### config.mk
export PLATFORM = sky130hd
export DESIGN_NAME = serial_subtractor
export DESIGN_NICKNAME = d
export VERILOG_FILES = /design/src/rtl/sub_pkg.sv /design/src/rtl/full_subtractor.sv /design/src/rtl/serial_subtractor.sv
export SDC_FILE = /design/constraint.sdc
export NUM_CORES = 1
export LEC_CHECK = 0
export ABC_AREA = 0
export BUFFER_PORTS_ARGS = -buffer_cell sky130_fd_sc_hd__buf_2
export CORE_MARGIN = 3
export CORE_UTILIZATION = 47
export DETAILED_ROUTE_END_ITERATION = 12
export PLACE_DENSITY_LB_ADDON = 0.15
export SLEW_MARGIN = 20
export SYNTH_ARGS = -nofsm -noshare
export SYNTH_HDL_FRONTEND = slang
export SYNTH_SLANG_ARGS = --single-unit
### constraint.sdc
create_clock -name clk -period 2.7 [get_ports clk]
set_input_delay 0.54 -clock clk [delete_from_list [all_inputs] [get_ports clk]]
set_output_delay 0.54 -clock clk [all_outputs]
set_load 0.05 [all_outputs]
### src/rtl/sub_pkg.sv
// Shared definitions for the bit-serial subtractor: state encoding and default width.
package sub_pkg;

    localparam logic [1:0] S_IDLE  = 2'd0;
    localparam logic [1:0] S_SHIFT = 2'd1;
    localparam logic [1:0] S_DONE  = 2'd2;

    localparam int N_DEF = 4;

    typedef enum logic [1:0] {
        ST_IDLE  = S_IDLE,
        ST_SHIFT = S_SHIFT,
        ST_DONE  = S_DONE
    } state_e;

endpackage : sub_pkg

### src/rtl/full_subtractor.sv
// Single-bit full subtractor cell: d = a - b - bin, with borrow out.
module full_subtractor (
    input  logic a,
    input  logic b,
    input  logic bin,
    output logic d,
    output logic bout
);

    // Difference bit and borrow generation for one bit position.
    always_comb begin
        d    = a ^ b ^ bin;
        bout = (~a & b) | (~(a ^ b) & bin);
    end

endmodule : full_subtractor

### src/rtl/serial_subtractor.sv
// Bit-serial N-bit subtractor: D = A - B computed LSB-first, one bit per clock,
// with a start/busy/done handshake and a single full-subtractor cell.
module serial_subtractor
    import sub_pkg::*;
#(
    parameter int N = N_DEF
) (
    input  logic         clk,
    input  logic         rst_n,
    input  logic         start,
    input  logic [N-1:0] A,
    input  logic [N-1:0] B,
    output logic [N-1:0] D,
    output logic         borrow_out,
    output logic         busy,
    output logic         done
);

    localparam int            CW       = (N > 1) ? $clog2(N) : 1;
    localparam logic [CW-1:0] CNT_LAST = CW'(N - 1);
    localparam logic [CW-1:0] CNT_ONE  = CW'(1);

    state_e        state_r;
    logic [N-1:0]  sa_r;
    logic [N-1:0]  sb_r;
    logic [N-1:0]  res_r;
    logic          br_r;
    logic [CW-1:0] cnt_r;
    logic          diff_s;
    logic          bout_s;
    logic [N-1:0]  res_next_s;

    full_subtractor u_fs (
        .a    (sa_r[0]),
        .b    (sb_r[0]),
        .bin  (br_r),
        .d    (diff_s),
        .bout (bout_s)
    );

    // Result register after this bit: new difference bit enters at the MSB.
    always_comb begin
        res_next_s = {diff_s, res_r[N-1:1]};
    end

    // Handshake FSM, operand/result shift registers, borrow FF and bit counter.
    always_ff @(posedge clk or negedge rst_n) begin
        if (!rst_n) begin
            state_r    <= ST_IDLE;
            sa_r       <= {N{1'b0}};
            sb_r       <= {N{1'b0}};
            res_r      <= {N{1'b0}};
            br_r       <= 1'b0;
            cnt_r      <= {CW{1'b0}};
            D          <= {N{1'b0}};
            borrow_out <= 1'b0;
            busy       <= 1'b0;
            done       <= 1'b0;
        end else begin
            case (state_r)
                ST_IDLE, ST_DONE: begin
                    done <= 1'b0;
                    if (start) begin
                        sa_r    <= A;
                        sb_r    <= B;
                        res_r   <= {N{1'b0}};
                        br_r    <= 1'b0;
                        cnt_r   <= {CW{1'b0}};
                        busy    <= 1'b1;
                        state_r <= ST_SHIFT;
                    end else begin
                        busy    <= 1'b0;
                        state_r <= ST_IDLE;
                    end
                end
                ST_SHIFT: begin
                    sa_r  <= {1'b0, sa_r[N-1:1]};
                    sb_r  <= {1'b0, sb_r[N-1:1]};
                    res_r <= res_next_s;
                    br_r  <= bout_s;
                    cnt_r <= cnt_r + CNT_ONE;
                    // D and borrow_out only change here, so they hold between results.
                    if (cnt_r == CNT_LAST) begin
                        D          <= res_next_s;
                        borrow_out <= bout_s;
                        busy       <= 1'b0;
                        done       <= 1'b1;
                        state_r    <= ST_DONE;
                    end else begin
                        busy       <= 1'b1;
                        done       <= 1'b0;
                        state_r    <= ST_SHIFT;
                    end
                end
                default: begin
                    busy    <= 1'b0;
                    done    <= 1'b0;
                    state_r <= ST_IDLE;
                end
            endcase
        end
    end

endmodule : serial_subtractor

==> flow_summary.ini <==
[yosys]
ys_seq_elements = 21
ys_seq_area_frac = 0.515
syn_inst = 81
syn-mean-instance-area_um2 = 12.6
syn-num-nets = 94
synth.distinct_cells = 30
netlist_area_um2 = 1020
ys.warnings.count = 0

[setup_path]
end_kind = output pin
cp.arrival_ps = 1220
path_class = flop to output pin
critical_path.max_fanout = 9
cp-start-kind = flop
cpPeakStageDelay_ps = 580
crit_required_ps = 2160
path_delay_family = flip-flops
cp_num_buf_inv = 1
critPathSlowestCell = dfrtp_1
crit_chain = buf_2

[routing]
num_vias = 661
drc = 0
drt_first_pass_iters = 4
antenna_left = 0
vias_per_cell = 5.20
route.detailed.wl_per_inst_um = 15.1
wl_um = 1920
drtIter0Drc = 13

[timing]
max_freq_mhz = 569
slew_violations = 0
setup_tns_ps = 0
setup_viol = 0
fin_skew_ps = 1.88
min_period_ps = 1760
worst_slew_margin_rel = 0.688
fin_crit_sh = 0.651
fin_ws_ps = 941
final_hold_viol_count = 0
worst_slew_pin_slew_ps = 469
rsz0062_at_grt = false

[grt]
grt_pass1_vias = 693
antenna_found_initial = 0
grt.total_usage = 0.168
grt_max_degree = 23
grt_pass1_wl_um = 3330
grt-ovfl-total = 0

[final_layout]
fillers = 173
layoutNonFillerInstCount = 127
layout.nets = 114
final_cell_mix = 21 x dfrtp_1, 17 x buf_2, 7 x a22o_1
regArea_um2 = 526
multi_input_comb_area_um2 = 453
drive_gt1_frac = 0.320
finalInstanceArea_um2 = 1150
num_antenna_cells = 0
layout_commonest_cell = dfrtp_1
area_growth_pct = 12.7

[power_and_ir_drop]
ir_drop_mv = 0.602
power_density_nw_per_um2 = 1260
power_leakage_nw = 0.552

[clock_tree]
cts_max_path_buffers = 2
ctsHoldBuffers = 0
cts_setup_buffers = 0
clock_sinks = 21
cts_tree = done
path_clk_slew_ps = 120
cts_inserted_buffers = 3
cts_resized = 0
h-tree-depth = 1
clock-root-buffer = clkbuf_4
clock_latency_ps = 300

[job]
max_cap_violations = 0

[floorplanning]
die_area_um2 = 2770
die_h_um = 52.6
fp-row-count = 16
chipWidth_um = 52.6
ioPinCount = 18
core-area_um2 = 2000
initial_core_util = 0.510

[place]
place_congestion = 0.757
place_inst = 123
place_area_um2 = 1120
dpl_worst_slack_ps = 1210
dp_hpwl_um = 1330
portBuffers = 17

[hold_path]
hold_class = input pin to asynchronous set/reset pin

[outcome]
status = finished, final reports clean
[cell usage after synthesis, drive strengths merged]
library cell   n  area [µm²]
nand2b         2        15.0
dfrtp         21         526
xnor2          1        8.76
a21oi          4        20.0
nand3          1        5.00
a211oi         4        30.0
nand3b         1        20.0
nor3           2        10.0
fa             1        20.0
o22ai          1        6.26
nand2          1        3.75
and2b          1        10.0
ha             1        12.5
mux2i          6        60.1
a22o           7        61.3
mux2           8        97.6
nor2           3        13.8
inv            3        11.3
nor2b          5        33.8
buf            4        31.3
a221o          1        10.0
o21ai          3        15.0
[cells by family (layout without fill, tap and decap cells)]
group           count (synthesis)  after routing  synth area share
compound gates                 20             20             0.140
xor+xnor                        1              1           0.00858
fa+ha+maj                       2              2            0.0319
buf+inv                         7             26            0.0417
flops                          21             21             0.515
mux                            14             14             0.154
simple gates                   16             16             0.109
[metal layers]
layer | track usage | routed length (µm) | vias to the layer above
met2 | 0.260 | 842 | 15
li1 | - | - | 331
met4 | 0.0638 | 27 | 0
met1 | 0.236 | 982 | 311
met5 | 0 | 0 | -
met3 | 0.0256 | 68 | 4
[per-stage QoR]
step	utilization	power, mW	hold WS, ps
CTS	0.575	1.47	179
global placement	0.561	1.29	468
global route	0.575	1.57	191
floorplan	-	1.16	244
finish	0.575	1.45	170
detailed placement	0.561	1.31	475
[sequential cells by signal (all words and copies together), names as in the netlist]
name / flops
sb_r: 4
cnt_r: 2
sa_r: 4
borrow_out: 1
state_r: 1
done: 1
res_r: 3
D: 4
br_r: 1
[where the power goes]
| part | internal (mW) | switching [mW] |
|---|---|---|
| clock network | 0.0552 | 0.0970 |
| logic | 0.319 | 0.424 |
| registers | 0.456 | 0.102 |
[final timing paths]
path                                        start                     end  slack (ps)  depth (start not counted)
max                                done$_DFF_PN0_                    done         940                          1
min                                         rst_n    cnt_r[0]$_DFFE_PN0P_         170                          1
max reg2reg                      br_r$_DFFE_PN0P_    res_r[3]$_DFFE_PN0P_        1240                          4
min reg2reg                borrow_out$_DFFE_PN0P_  borrow_out$_DFFE_PN0P_         500                          2
max in group asynchronous                   rst_n     sb_r[2]$_DFFE_PN0P_        2210                          1
min in group clk                             A[3]     sa_r[3]$_DFFE_PN0P_         460                          2
[layout make-up]
| cell class | count | share of cell area |
|---|---|---|
| clock buffers | 3 | 0.0196 |
| clock inverters | 1 | 0.00435 |
| inverters | 3 | 0.00978 |
| multi-input cells | 53 | 0.393 |
| flip-flops and latches | 21 | 0.457 |
| well taps | 27 | 0.0293 |
| repair buffers | 19 | 0.0870 |
Power figures use the tool's default switching activity.
